===== config.mk =====
export PLATFORM = sky130hd
export DESIGN_NAME = instr_fetch
export DESIGN_NICKNAME = d
export VERILOG_FILES = /design/src/rtl/instr_fetch.sv
export SDC_FILE = /design/constraint.sdc
export NUM_CORES = 1
export LEC_CHECK = 0
export CAP_MARGIN = 10
export CELL_PAD_IN_SITES_DETAIL_PLACEMENT = 1
export CELL_PAD_IN_SITES_GLOBAL_PLACEMENT = 2
export CORE_MARGIN = 4
export CORE_UTILIZATION = 25
export CTS_CLUSTER_SIZE = 8
export DETAILED_ROUTE_END_ITERATION = 8
export PLACE_DENSITY = 0.77
export SYNTH_ARGS = -nofsm -noshare
export SYNTH_HDL_FRONTEND = slang
export SYNTH_SLANG_ARGS = --single-unit

===== constraint.sdc =====
create_clock -name fu_clk -period 1.5 [get_ports fu_clk]
set_input_delay 0.3 -clock fu_clk [delete_from_list [all_inputs] [get_ports fu_clk]]
set_output_delay 0.3 -clock fu_clk [all_outputs]
set_load 0.01 [all_outputs]

===== src/rtl/instr_fetch.sv =====
// Instruction fetch stage: owns PC, MAR and IR, issues one-byte reads to program RAM
// and hands the captured opcode to the control unit over a valid/ready handshake.
module instr_fetch #(
  parameter int                ADDR_W   = 8,
  parameter int                DATA_W   = 8,
  parameter logic [ADDR_W-1:0] RESET_PC = {ADDR_W{1'b0}}
) (
  input  logic              fu_clk,
  input  logic              fu_rst,
  input  logic              fu_en,
  output logic              mem_rd,
  output logic [ADDR_W-1:0] mem_addr,
  input  logic [DATA_W-1:0] mem_rdata,
  input  logic              mem_rvalid,
  output logic [DATA_W-1:0] ir_out,
  output logic              ir_valid,
  input  logic              ir_ready,
  output logic [ADDR_W-1:0] pc_out,
  input  logic              br_we,
  input  logic [ADDR_W-1:0] br_addr
);

  localparam logic [2:0] ST_IDLE  = 3'd0;
  localparam logic [2:0] ST_ADDR  = 3'd1;
  localparam logic [2:0] ST_WAIT  = 3'd2;
  localparam logic [2:0] ST_DRAIN = 3'd3;
  localparam logic [2:0] ST_HOLD  = 3'd4;

  logic [2:0]        state_r, state_s;
  logic [ADDR_W-1:0] pc_r, pc_s;
  logic [ADDR_W-1:0] mar_r, mar_s;
  logic [DATA_W-1:0] ir_r, ir_s;
  logic              ir_valid_r, ir_valid_s;
  logic              mem_rd_r;

  function automatic logic [ADDR_W-1:0] pc_inc(input logic [ADDR_W-1:0] pc);
    pc_inc = pc + {{(ADDR_W-1){1'b0}}, 1'b1};
  endfunction

  // Next-state and datapath update; br_we outranks every other event in a cycle.
  always_comb begin
    state_s    = state_r;
    pc_s       = pc_r;
    mar_s      = mar_r;
    ir_s       = ir_r;
    ir_valid_s = ir_valid_r;
    case (state_r)
      ST_IDLE: begin
        if (br_we) begin
          pc_s       = br_addr;
          mar_s      = br_addr;
          ir_valid_s = 1'b0;
          state_s    = fu_en ? ST_ADDR : ST_IDLE;
        end else if (fu_en) begin
          mar_s   = pc_r;
          state_s = ST_ADDR;
        end else begin
          state_s = ST_IDLE;
        end
      end
      // The read issued this cycle still goes out, so a jump here must drain it.
      ST_ADDR: begin
        if (br_we) begin
          pc_s       = br_addr;
          ir_valid_s = 1'b0;
          state_s    = ST_DRAIN;
        end else begin
          state_s = ST_WAIT;
        end
      end
      ST_WAIT: begin
        if (br_we) begin
          pc_s       = br_addr;
          ir_valid_s = 1'b0;
          if (mem_rvalid) begin
            mar_s   = br_addr;
            state_s = fu_en ? ST_ADDR : ST_IDLE;
          end else begin
            state_s = ST_DRAIN;
          end
        end else if (mem_rvalid) begin
          ir_s       = mem_rdata;
          pc_s       = pc_inc(pc_r);
          ir_valid_s = 1'b1;
          state_s    = ST_HOLD;
        end else begin
          state_s = ST_WAIT;
        end
      end
      // A jump coinciding with the drained response finishes the drain toward the new target.
      ST_DRAIN: begin
        if (br_we) begin
          pc_s       = br_addr;
          ir_valid_s = 1'b0;
          if (mem_rvalid) begin
            mar_s   = br_addr;
            state_s = fu_en ? ST_ADDR : ST_IDLE;
          end else begin
            state_s = ST_DRAIN;
          end
        end else if (mem_rvalid) begin
          mar_s   = pc_r;
          state_s = fu_en ? ST_ADDR : ST_IDLE;
        end else begin
          state_s = ST_DRAIN;
        end
      end
      ST_HOLD: begin
        if (br_we) begin
          pc_s       = br_addr;
          mar_s      = br_addr;
          ir_valid_s = 1'b0;
          state_s    = fu_en ? ST_ADDR : ST_IDLE;
        end else if (ir_ready) begin
          ir_valid_s = 1'b0;
          if (fu_en) begin
            mar_s   = pc_r;
            state_s = ST_ADDR;
          end else begin
            state_s = ST_IDLE;
          end
        end else begin
          state_s = ST_HOLD;
        end
      end
      default: begin
        ir_valid_s = 1'b0;
        state_s    = ST_IDLE;
      end
    endcase
  end

  // State and datapath registers; mem_rd is registered from the next state.
  always_ff @(posedge fu_clk or posedge fu_rst) begin
    if (fu_rst) begin
      state_r    <= ST_IDLE;
      pc_r       <= RESET_PC;
      mar_r      <= RESET_PC;
      ir_r       <= {DATA_W{1'b0}};
      ir_valid_r <= 1'b0;
      mem_rd_r   <= 1'b0;
    end else begin
      state_r    <= state_s;
      pc_r       <= pc_s;
      mar_r      <= mar_s;
      ir_r       <= ir_s;
      ir_valid_r <= ir_valid_s;
      mem_rd_r   <= (state_s == ST_ADDR);
    end
  end

  assign mem_rd   = mem_rd_r;
  assign mem_addr = mar_r;
  assign ir_out   = ir_r;
  assign ir_valid = ir_valid_r;
  assign pc_out   = pc_r;

endmodule


* After elaboration in Yosys (flattened, before gate mapping)
Cells that the tools add are included.
Word-level totals: word-level logic and storage cells 55, register bits after elaboration 29, output and inout port bits 26, bits in latches 0, input bits 22, ROM bits 0, RAM bits 0, memories kept 0
Operators by class: muxes and demuxes 27, equal/unequal tests 11, reductions and logical operators 9, div/mod/pow operators 0, shift-type cells 0, $mul 0, magnitude comparators 0, bitwise logic cells 1, add/sub/neg operators 1
Operator list (count):
- $mux 8 | 11
- $pmux 8 s4 | 1
- $pmux 8 s2 | 1
- $mux 3 | 5
- $pmux 3 s5 | 1
- $ne 3x3->1 const B | 3
- $reduce_and 3->1 | 3
- $add 8x1->8 const B | 1
- $mux 1 | 7
- $eq 3x1->1 const B | 2
- $eq 3x2->1 const B | 2
- $ne 2x1->1 const B | 2
- $reduce_and 4->1 | 1
- $reduce_bool 4->1 | 1
- $reduce_or 4->1 | 1
- $eq 3x3->1 const B | 1
- $logic_not 3->1 | 1
- $pmux 1 s3 | 1
- $reduce_or 3->1 | 1
- $ne 2x2->1 const B | 1
- $reduce_bool 2->1 | 1
- $not 1->1 | 1

* Depth between registers and ports, before layout
Gate-level depths: netlist (run 1).
depth after elaboration 5, mapped depth 6, depth with buffers taken out 5

* Worst setup path before layout (run 1)
OpenSTA, ideal clock, no wires.
path type reg-to-reg, start register state_r[2], end register ir_r[0] (netlist: ir_out[0]), slack -89 ps, clock period less this slack 1589 ps, stages on the path, launching flop included 5, arrival time 1464 ps, data required time 1375 ps, cell sequence dfrtp_1 nor3b_2 and3_1 buf_4 mux2_2
Between the ends: cells in the longest elaborated chain, start to end 2
Ends and longest elaborated chain:
- start, declared | line 29 | logic [2:0] state_r, state_s;
- start signal, assigned | line 143 | state_r <= state_s;
- $eq 3x2->1 | line 47 | case (state_r)
- $reduce_and 3->1 (no source line)
- end signal, assigned | line 139 | ir_r <= {DATA_W{1'b0}};
- end signal, assigned | line 146 | ir_r <= ir_s;
- end, declared | line 32 | logic [DATA_W-1:0] ir_r, ir_s;
Every way passes these cells. A chain may end at the register's enable or synchronous reset.

* Worst setup path after layout (run 1)
start register state_r[0], end register pc_r[7] (netlist: pc_out[7])
Between the ends: cells in the longest elaborated chain, start to end 4, elaborated cells between the ends (all ways) 11, those cells by class 6 x eq/ne; 1 x mux; 4 x reduce/logical
Ends and longest elaborated chain:
- $eq 3x3->1 (tied with other cells) | line 47
- $reduce_or 4->1 (no source line)
- $ne 2x1->1 (no source line) / $reduce_bool 2->1 (equally long branches)
- $reduce_and 3->1 (no source line)
- end signal, assigned | line 144 | pc_r <= pc_s;
- end, declared | line 30 | logic [ADDR_W-1:0] pc_r, pc_s;
Parallel ways exist; a longest one is shown, timed or not.

==> results by group, run 1 <==
Floorplanning
  • Starting density of the core: 26.2%
  • Die width: 90.3 um
  • CORE AREA: around 6500 um^2
  • # IOs: 48
  • Die Footprint: 8150 um^2
  • Rows: 29
  • Die Y-Extent: 90.3 um

Place
  • GPL Wtd Cong: ~0.79
  • Port bufs: 47
  • Place WS: -0.423 ns
  • Post-DP HPWL: 4.12 mm

Clocking
  • Root buf cell: clkbuf_8
  • H-tree depth: 2
  • Total CTS buffers: 5
  • TritonCTS clock tree: yes
  • Clk slew on worst S/H paths: 0.08 ns
  • CTS Buffer Depth: 2
  • Later-pin clock latency in the skew report: 0.29 ns
  • Hold Buf Count CTS: 0
  • Clock Sinks: 29

Timing
  • Slew Viols, Final: 0
  • Tcrit/Tclk final: 104%
  • Worst slew pin tran: 0.331 ns
  • RSZ-0062 raised after global routing: true
  • Final setup fails: 10
  • Setup ws final: -0.0658 ns
  • Hold slack: between 0.3 and 0.4 ns
  • Peak Freq: 639 MHz
  • Fin. Hold Viols: 0
  • Max transition margin: 77.5%
  • Fin crit period: 1.57 ns
  • Clock skew: 0.0112 ns

Drt
  • First DRT Iteration DRCs: 31
  • Post-route ant nets: 0
  • Final WL: 5.87 mm
  • WL/cell: 17.2 um
  • DR pass1 iterations: 4
  • DRC viols: 0
  • Vias post-DR: 1742
  • Vias per cell: slightly above 5

Global route
  • Initial antenna violation count: 0
  • Vias in the first global route: approximately 1900
  • Global-route wire length before repair: 9.25 mm
  • GRT Overall Usage: 14.1%
  • Pin count of the biggest net entering global routing: 30
  • Grt ovf: 0

Finish
  • Commonest non-fill, non-tap cell in the layout: buf_4
  • Final core utilization: 46.2%
  • Most frequent cells in the layout: 37 x buf_4, 25 x dfrtp_1, 22 x clkdlybuf4s50_1
  • Nets: 286
  • Synth-to-Final Area Change: 76.1%
  • Ant diodes: 0
  • Share of cells above drive strength 1: between 40% and 50%

Synthesis
  • EDFF count, synth: 0
  • Syn Area/Cell: 9.84 um^2
  • Primary FF master, synth: dfrtp_1
  • Ys Warns: 0
  • Cell variety after synth: 40
  • Synth Net Count: 195
  • Post-synthesis instance area: 1690 um^2
  • FFs w/ async S/R, synth: 100%
  • Register area share after synthesis: 42.9%
  • Post-Synthesis Cells: 172
  • Yosys reg bits: 29

Setup path
  • Crit start category: flop
  • Crit-path cells: mux2i_2 > or4b_4 > a21oi_2 > a2bb2oi_2
  • CP delay by family, top: simple AND/OR/NAND/NOR gates
  • Worst path max stage delay: approximately 0.54 ns
  • Critical path fanouts, max: 7
  • CP max-delay cell: or4b_4
  • Crit path DAT: 1.79 ns
  • Endpoint class of the critical path: flop
  • CP startpoint: state_r[0]
  • Reg-to-reg startpoint: state_r[0]
  • WS Path Type: flop to flop
  • CP Buf/Inv Count: 0
  • CP required: 1.73 ns

Pwr
  • Combinational share of power: about three fifths
  • Switch share: around 37%
  • Sequential Power Share: 25.6%
  • Clock Power Share: 15.0%
  • Internal power: 3.64 mW
  • Leakage: 1.40 nW
  • Worst-case vdd ir drop: approximately 830 uV
  • Switching Power: 2.17 mW
  • Cell Pwr Density: 1950 nW/um^2

Run
  • MaxCap Viol Count: 0

Status
  • Status: finished, violations left
  • Violated checks: setup timing

Worst hold path
  • Worst hold path type: primary input to asynchronous set/reset pin
## power by group through the flow
| stage | logic [mW] | clock network [mW] | registers (mW) |
|---|---|---|---|
| after global routing | 3.72 | 0.933 | 1.54 |
| after global placement | 2.79 | 0 | 1.52 |
| after detailed placement | 2.86 | 0 | 1.53 |
| after floorplan | 1.16 | 0 | 1.63 |
| after CTS | 3.13 | 0.888 | 1.47 |
| final | 3.45 | 0.872 | 1.48 |
## through the flow
step | std cells | total power, mW | cell area [um^2] | TNS (ns)
global placement | 322 | 4.31 | 2540 | -6.77
floorplan | 172 | 2.79 | 1710 | -0.298
finish | 341 | 5.81 | 2980 | -0.341
detailed placement | 322 | 4.39 | 2540 | -7.52
global route | 341 | 6.20 | 2980 | -1.14
CTS | 338 | 5.48 | 2770 | -0.221
## flip-flops by register name, indices dropped and copies added, names as in the netlist
name,flops
mem_addr,8
ir_out,8
state_r,3
ir_valid,1
pc_out,8
mem_rd,1
## cell usage after synthesis (5+ instances only)
cell type | n | share of area [%]
dfrtp_1 | 29 | 43
inv_1 | 8 | 1.8
nor2b_1 | 10 | 3.7
o2bb2ai_1 | 8 | 4.1
mux2i_1 | 9 | 5.3
mux2_2 | 10 | 6.7
nand2_1 | 7 | 1.6
a21oi_1 | 14 | 4.1
buf_2 | 6 | 1.8
o21ai_0 | 15 | 4.4
o22a_1 | 5 | 2.6
nor2_1 | 7 | 1.6
## logic make-up after synthesis
logic type / synth area share [%]
AOI/OAI and AO/OA: 22.0
and+or+nand+nor: 17.8
DFF: 42.9
muxes: 12.0
buffers and inverters: 4.66
adders and majority gates: 0.739
## area by class of cell
class                   count  area, um^2
fillers                   721        3480
flip-flops and latches     29         731
inverters                   8        30.0
clock buffers               7        86.3
well taps                  77        96.3
clock inverters             1        30.0
repair buffers             94         902
multi-input cells         125        1110
## worst min-delay path, stage by stage
cell and delay, ns:
clkdlybuf4s50_1 0.40, inv_1 0.09, buf_12 0.21
## path summary, 6_finish.rpt
check / end / slack, ns / depth (start not counted)
setup / recovery: pc_out[7] / -0.07 / 4
hold / removal: pc_out[2] / 0.35 / 3
setup reg to reg: pc_out[7] / -0.07 / 4
hold reg to reg: mem_addr[6] / 0.49 / 1
max in group asynchronous: state_r[2] / 0.96 / 3
min in group fu_clk: mem_addr[6] / 0.49 / 1
## repair_timing
action / in CTS / in global routing
endpoints found under the setup margin: 38 / 38
buffers inserted: 9 / 3
pin swaps: 2 / 11
gates resized for setup: 33 / 54
## layer usage
layer	GRT usage (%)	wire, um	vias up
li1	-	-	821
met1	16.4	2600	867
met2	25.1	2920	45
met3	3.50	264	9
met4	4.97	89	0
met5	0	0	-
(Power assumes the default switching activity.)
==> run 2, diff against run 1 <==
HOLD_SLACK_MARGIN = 0.08   (was not set)
PLACE_DENSITY = 0.75   (was 0.77)
clock period = 1.8 ns   (was 1.5 ns; I/O delays follow)
==> results by group, run 2 (synthesized netlist as in run 1, its figures left out) <==
Setup path
  • Crit-path cells: clkdlybuf4s50_1
  • CP required: 1.44 ns
  • Endpoint class of the critical path: primary output
  • CP Buf/Inv Count: 1
  • Worst path max stage delay: 0.58 ns
  • CP delay by family, top: buffers and inverters
  • Critical path fanouts, max: 7
  • Crit start category: flop
  • WS Path Type: flop to primary output
  • CP max-delay cell: clkdlybuf4s50_1
  • Crit path DAT: 1.33 ns

Place
  • Port bufs: 47
  • GPL Wtd Cong: 0.791
  • Post-DP HPWL: around 4 mm

Pwr
  • Combinational share of power: 51.3%
  • Switch share: 36.9%
  • Worst-case vdd ir drop: 618 uV
  • Cell Pwr Density: 1620 nW/um^2
  • Switching Power: 1.54 mW
  • Leakage: 1.08 nW
  • Internal power: 2.63 mW
  • Clock Power Share: ~18%
  • Sequential Power Share: roughly 31%

Status
  • Status: completed

Clocking
  • Total CTS buffers: 5
  • Setup Buffers After CTS: 0
  • Clk slew on worst S/H paths: 0.07 ns
  • TritonCTS clock tree: yes
  • Later-pin clock latency in the skew report: 0.28 ns
  • CTS Buffer Depth: 2
  • Root buf cell: clkbuf_8
  • H-tree depth: 2
  • Clock Sinks: 29

Timing
  • Hold slack: 0.460 ns
  • Fin crit period: 1.69 ns
  • Clock skew: between 0.003 and 0.004 ns
  • Fin. Hold Viols: 0
  • Max transition margin: 65.8%
  • Worst slew pin tran: 0.499 ns
  • Tcrit/Tclk final: 94.2%
  • TNS Setup: 0 ns
  • RSZ-0062 raised after global routing: false
  • Slew Viols, Final: 0
  • Final setup fails: 0
  • Peak Freq: 590 MHz

Drt
  • DR pass1 iterations: 4
  • First DRT Iteration DRCs: 74
  • Post-route ant nets: 0
  • Final WL: 5.23 mm
  • DRC viols: 0
  • Vias per cell: approximately 5
  • Vias post-DR: 1613
  • WL/cell: around 16 um

Floorplanning
  • Rows: 29
  • # IOs: 48
  • Die width: roughly 90 um
  • Die Footprint: approximately 8200 um^2
  • Die Y-Extent: 90.3 um
  • Starting density of the core: 26.2%
  • CORE AREA: between 6000 and 7000 um^2

Finish
  • Nets: 267
  • Share of cells above drive strength 1: between 20% and 30%
  • Commonest non-fill, non-tap cell in the layout: clkdlybuf4s50_1
  • Most frequent cells in the layout: 46 x clkdlybuf4s50_1, 26 x dfrtp_1, 26 x buf_4
  • Synth-to-Final Area Change: 52.0%
  • Ant diodes: 0

Global route
  • Pin count of the biggest net entering global routing: 30
  • Grt ovf: 0
  • Initial antenna violation count: 0
  • Global-route wire length before repair: 8.93 mm
  • Vias in the first global route: between 1500 and 2000
  • GRT Overall Usage: 13.4%

Run
  • MaxCap Viol Count: 0

Worst hold path
  • Worst hold path type: primary input to asynchronous set/reset pin
run 2: cell types whose count changed in the layout (fill, tap and decap cells not counted), moves of 9 or more:
cell / delta
mux2_2: +9
mux2_4: -9
buf_4: -11
dlymetal6s2s_1: -12
clkdlybuf4s50_1: +24
dlygate4sd2_1: -12
run 2: path summary, 6_finish.rpt:
check                             from          end  slack [ns]  cells past startpoint
max                          pc_out[5]    pc_out[5]        0.11                      1
min                             fu_rst  mem_addr[6]        0.46                      3
max reg2reg                 state_r[1]    pc_out[6]        0.17                      5
min reg2reg                mem_addr[6]  mem_addr[6]        0.50                      1
max in group asynchronous       fu_rst   state_r[1]        1.03                      3
min in group fu_clk        mem_addr[6]  mem_addr[6]        0.50                      1
run 2: timing repair:
action / 4_1_cts / 5_1_grt
hold buffers: 0 / 0
gates resized for setup: 0 / 4
hold endpoints to repair: 0 / 0
endpoints found under the setup margin: 0 / 6
run 2: through the flow:
step	total power, mW	util, %	area (um^2)	cells	worst slack (ns)
after detailed placement	3.47	37.9	2450	314	-0.247
after global routing	4.49	39.8	2570	322	0.00938
after floorplan	2.30	-	1690	172	0.211
after CTS	4.21	39.7	2570	322	0.0348
final	4.16	39.8	2570	322	0.105
after global placement	3.42	37.9	2450	314	-0.199
run 2: cell type report:
cell class                 count  area (um^2)
timing repair buffer          75          708
sequential                    29          729
clock buffer                   6         82.6
clock inverter                 2         37.5
fill                         758         3890
tap                           77         96.3
multi-input combinational    125          888
inverter                       8         30.0
run 2: power by group through the flow:
| stage | clock network, mW | registers, mW | logic [mW] |
|---|---|---|---|
| floorplan | 0 | 1.35 | 0.949 |
| global placement | 0 | 1.29 | 2.13 |
| detailed placement | 0 | 1.31 | 2.16 |
| CTS | 0.749 | 1.30 | 2.17 |
| global route | 0.789 | 1.36 | 2.34 |
| finish | 0.727 | 1.30 | 2.14 |
run 2: metal layers:
layer  global-route usage, %  vias up  share of wire [%]
met5                       0        -                  0
met4                    1.91        0               0.48
met3                    4.08        4                5.0
met2                    22.2       38                 47
met1                    17.6      795                 48
li1                        -      776                  -
==> run 3, diff against run 2 <==
ABC_CLOCK_PERIOD_IN_PS = 1800   (was not set)
CTS_CLUSTER_SIZE = not set   (was 8)
==> results of run 3 <==
No change in the layout: final DEF, timing and power equal those of run 2.
==> RTL edit 1: new RTL, settings of run 1 <==
Change the parameter `DATA_W` from 8 to 12.
--- a/src/rtl/instr_fetch.sv
+++ b/src/rtl/instr_fetch.sv
@@ -3,5 +3,5 @@
 module instr_fetch #(
   parameter int                ADDR_W   = 8,
-  parameter int                DATA_W   = 8,
+  parameter int                DATA_W   = 12,
   parameter logic [ADDR_W-1:0] RESET_PC = {ADDR_W{1'b0}}
 ) (
Ports: changed (resized ir_out and mem_rdata); port bits go from 48 to 56. No check against the original RTL was run, so the function may have changed too.
==> RTL edit 1 against run 1 <==
The run still ends with negative setup slack left; final cell count is 5.9% higher; worst setup slack got worse by 0.070 ns; via count shrank 3.4%; fmax is 4.3% lower; area after synthesis rose by 6.1%; critical path depth increased by 1; total power is 0.77% lower; critical path type unchanged; die area is 5.6% higher; sequential cell count increased by 4; cell area about the same; critical endpoint is now pc_out[6]; first-iteration DRC count grew 65%; routed wire length shrank 5.1%.
==> RTL edit 1: results (changes against run 1) <==
| Metric | Value |
|---|---|
| Fraction of layout cells with a size suffix above 1 | `34.7% (-6.2 points)` |
| Initial antenna violation count | `0 (unchanged)` |
| Endpoints failing setup | `9 (-1)` |
| Synth top area cells | `dfrtp_1 (46%), mux2_1 (6.9%), mux2i_1 (6.1%), o22a_1 (3.9%), buf_6 (2.5%)` |
| Initial DRC Count | `51 (+65%)` |
| Peak supply drop | `660 µV (-20%)` |
| CP max FO | `2 (-5)` |
| Failing checks | `negative setup slack` |
| DR WL met2 | `2.78 mm (-4.7%)` |
| Maximum clock path buffer count | `2 (unchanged)` |
| Post-Layout Cell Count | `361 (+5.9%)` |
| Post-Syn Nets | `193 (-1.0%)` |
| Worst r2r path cells | `5 (+1)` |
| Met2 usage | `21.5% (-3.5 points)` |
| Largest net degree at the start of global routing | `18 (-40%)` |
| GR Util All Layers | `13.0% (-1.1 points)` |
| Met1 usage | `16.9% (+0.52 points)` |
| Final TNS setup | `-0.277 ns (+0.0637 ns)` |
| Max Cap Violations | `0 (unchanged)` |
| Post-Synth Adder-Cell Area | `0.696% (-0.043 points)` |
| Critical Path AT | `1.83 ns (+0.04 ns)` |
| Placed insts | `347 (+7.8%)` |
| Slew @ Worst Pin | `0.294 ns (-0.0368 ns)` |
| Worst setup skew after layout | `0.0115 ns (+0.000316 ns)` |
| # nets final | `291 (+1.7%)` |
| Synth cell types | `48 (+20%)` |
| Most common library cells after synthesis | `dfrtp_1 (33), inv_1 (12), mux2_1 (11), mux2i_1 (11), nor2_1 (10)` |
| Number of global-route vias before repair | `1,737 (-8.1%)` |
| Outcome | `finished with violations` |
| R2r startpoint | `pc_out[0]` |
| Leak pwr | `0.00139 µW (-0.40%)` |
| Worst Setup EP | `pc_out[6]` |
| Post-synthesis compound-gate area fraction | `17.8% (-4.2 points)` |
| GR met3 Demand/Resource | `2.76% (-0.74 points)` |
| WS Path Type | `reg -> reg` |
| Met3 routed wirelength | `199 µm (-25%)` |
| Worst setup slack after layout | `-0.136 ns (-0.0700 ns)` |
| Min Hold Slack | `0.338 ns (-0.0141 ns)` |
| Drt wl/cell | `15.4 µm (-10%)` |
| Post-synthesis mux area share | `15.5% (+3.6 points)` |
| Detail Placement HPWL | `4.18 mm (+1.5%)` |
| Routability Congestion | `0.758 (-3.7%)` |
==> RTL edit 1: cell count changes in the layout (fill, tap and decap cells not counted), sizes merged, moves of 4 or more <==
cell | before | now
dlygate4sd2 | 12 | 22
nor2b | 10 | 3
o2bb2ai | 8 | 1
o21ai | 15 | 9
a21oi | 14 | 9
dlymetal6s2s | 13 | 8
dfrtp | 29 | 33
inv | 8 | 12
nor2 | 8 | 12
==> RTL edit 1: power groups by stage <==
stage          Combinational (µW)  Sequential, µW  Clock, µW
6_report                     3470            1600        696
4_1_cts                      3340            1600        724
3_3_place_gp                 3320            1620          0
3_5_place_dp                 3390            1630          0
2_1_floorplan                1530            1820          0
5_1_grt                      3780            1670        763
==> RTL edit 1: layout make-up <==
cell class | count | area (µm²)
multi-input cells | 114 | 983
flip-flops and latches | 33 | 830
clock buffers | 5 | 68.8
repair buffers | 98 | 916
inverters | 12 | 45.0
fillers | 789 | 3890
clock inverters | 3 | 17.5
well taps | 96 | 120
==> RTL edit 1: cells by family (layout without fill, tap and decap cells) <==
group | Yosys count | in the layout
flops | 33 | 33
fa+ha+maj | 1 | 1
mux | 25 | 25
simple gates | 44 | 44
compound gates | 44 | 44
buf+inv | 19 | 118
==> RTL edit 1: through the flow <==
stage,setup slack (ns),instance area (µm²)
after floorplan,-0.153,1850
after global placement,-0.376,2760
after detailed placement,-0.409,2760
after CTS,-0.168,2870
after global routing,-0.201,2980
final,-0.136,2980
==> RTL edit 1: what timing repair did <==
action	in CTS	in global routing
setup buffers	3	3
hold buffers	0	0
gates resized for setup	35	31
endpoints found under the hold margin	0	0
pin swaps	1	10
setup endpoints to repair	47	39
gates cloned	0	0
==> RTL edit 2: new RTL, flow settings as in run 1 <==
Without the edit above. Make the reset (`fu_rst`) synchronous in one clocked block.
--- a/src/rtl/instr_fetch.sv
+++ b/src/rtl/instr_fetch.sv
@@ -132,5 +132,5 @@
 
   // State and datapath registers; mem_rd is registered from the next state.
-  always_ff @(posedge fu_clk or posedge fu_rst) begin
+  always_ff @(posedge fu_clk) begin
     if (fu_rst) begin
       state_r    <= ST_IDLE;
Behaviour: differs if fu_rst is asserted again (counterexample within 4 cycles, from zero or initial values and one cycle with fu_rst high); with fu_rst held inactive, the same outputs for 10 cycles.
==> RTL edit 2 against run 1 <==
Sequential cell count unchanged; cell area rose by 1.9%; die area increased by 6.3%; global-route usage is 1.5 points higher; worst hold slack gained 0.16 ns; routed wire length increased by 15%; final cell count up 17%; largest cell class unchanged; worst setup slack improved by 0.068 ns; clock skew decreased by 0.0037 ns; area after synthesis grew 6.9%.
Power is not compared: it rests on default switching activity, and its combinational part moved more than twofold at a synthesized area within 25%.
==> RTL edit 2: results (changes against run 1) <==
| Metric | Value |
|---|---|
| GR Util All Layers | `15.6% (+1.5 points)` |
| # nets final | `326 (+14%)` |
| Sequential area share after synthesis | `32.1% (-11 points)` |
| Cell with the most instances after synthesis | `dfxtp_1` |
| Outcome | `completed` |
| Synth top area cells | `dfxtp_1 (32%), mux2i_1 (9.4%), a21oi_1 (7.5%), a2bb2oi_1 (3.9%), a311oi_1 (3.9%)` |
| Multi-Input Combinational | `161 (+29%)` |
| R2r startpoint | `state_r[1]` |
| Worst Setup EP | `mem_addr[3]` |
| Worst setup skew after layout | `0.00743 ns (-0.00373 ns)` |
| Worst r2r path cells | `5 (+1)` |
| CP max FO | `9 (+2)` |
| Fraction of layout cells with a size suffix above 1 | `32.2% (-8.7 points)` |
| Synth Area in XOR/XNOR | `0.484% (+0.48 points)` |
| Initial DRC Count | `98 (+220%)` |
| Delay-heaviest family, CP | `compound AO/OA/AOI/OAI gates` |
| Met2 usage | `26.1% (+1.0 points)` |
| Post-Synth Adder-Cell Area | `0.692% (-0.048 points)` |
| Multi-input gate area | `1270 µm² (+15%)` |
| Asr flop ratio synth | `0% (-100 points)` |
| Critical Path AT | `1.71 ns (-0.08 ns)` |
| CP max stage delay | `0.39 ns (-0.15 ns)` |
| Met1 usage | `19.5% (+3.2 points)` |
| WL met1 | `2.96 mm (+14%)` |
| Min Hold Slack | `0.507 ns (+0.155 ns)` |
| Fmax | `0.668 GHz (+4.5%)` |
| DR WL met2 | `3.39 mm (+16%)` |
| Post-Syn Nets | `238 (+22%)` |
| Routability Congestion | `0.802 (+1.9%)` |
| Post-synthesis mux area share | `10.2% (-1.8 points)` |
| NonClk Buf Share | `30.2% (-0.038 points)` |
| Detail Placement HPWL | `4.87 mm (+18%)` |
| Fillers | `829 (+15%)` |
| Postcts setup bufs | `3 (-6)` |
| GR met3 Demand/Resource | `4.02% (+0.52 points)` |
| Vias/cell | `5.29 (+3.6%)` |
| First-pass GRT wire length | `10.8 mm (+16%)` |
| Met3 routed wirelength | `362 µm (+37%)` |
| Number of global-route vias before repair | `2,233 (+18%)` |
| Post-CTS sizing | `30 (-9.1%)` |
| Synth cell types | `48 (+20%)` |
| Most common library cells after synthesis | `dfxtp_1 (29), a21oi_1 (27), mux2i_1 (17)` |
| Slowest-stage cell, CP | `dfxtp_4` |
| Pre-CTS WS | `-0.430 ns (-0.00691 ns)` |
| Slew @ Worst Pin | `0.429 ns (+0.0984 ns)` |
| Worst hold path type | `reg -> reg` |
| Final-layout clock-cell area share | `3.33% (-0.57 points)` |
| Sequential share of cell area | `19.7% (-4.8 points)` |
| WL final | `6.77 mm (+15%)` |
| Post-synthesis compound-gate area fraction | `30.7% (+8.8 points)` |
RTL edit 2: cell types whose count changed after synthesis, sizes merged, moves of 6 or more:
| cell | run 1 | this run |
|---|---|---|
| nor3 | 2 | 11 |
| dfxtp | 0 | 29 |
| a2bb2oi | 1 | 8 |
| o2bb2ai | 8 | 0 |
| a21oi | 14 | 27 |
| a311oi | 0 | 8 |
| o311ai | 0 | 8 |
| dfrtp | 29 | 0 |
| o21ai | 15 | 7 |
| mux2i | 9 | 18 |
| mux2 | 10 | 0 |
| clkbuf | 3 | 9 |
RTL edit 2: per-stage QoR:
stage / std cells / cell area (µm²) / setup TNS (ns) / utilization, % / total power [µW]
after global routing: 400 / 3040 / -0.400 / 44.0 / 3180
after global placement: 383 / 2660 / -9.55 / 38.6 / 2100
final: 400 / 3040 / 0 / 44.0 / 3000
after floorplan: 215 / 1830 / -0.0456 / - / 1570
after CTS: 395 / 2830 / 0 / 41.0 / 2880
after detailed placement: 383 / 2660 / -10.35 / 38.6 / 2120
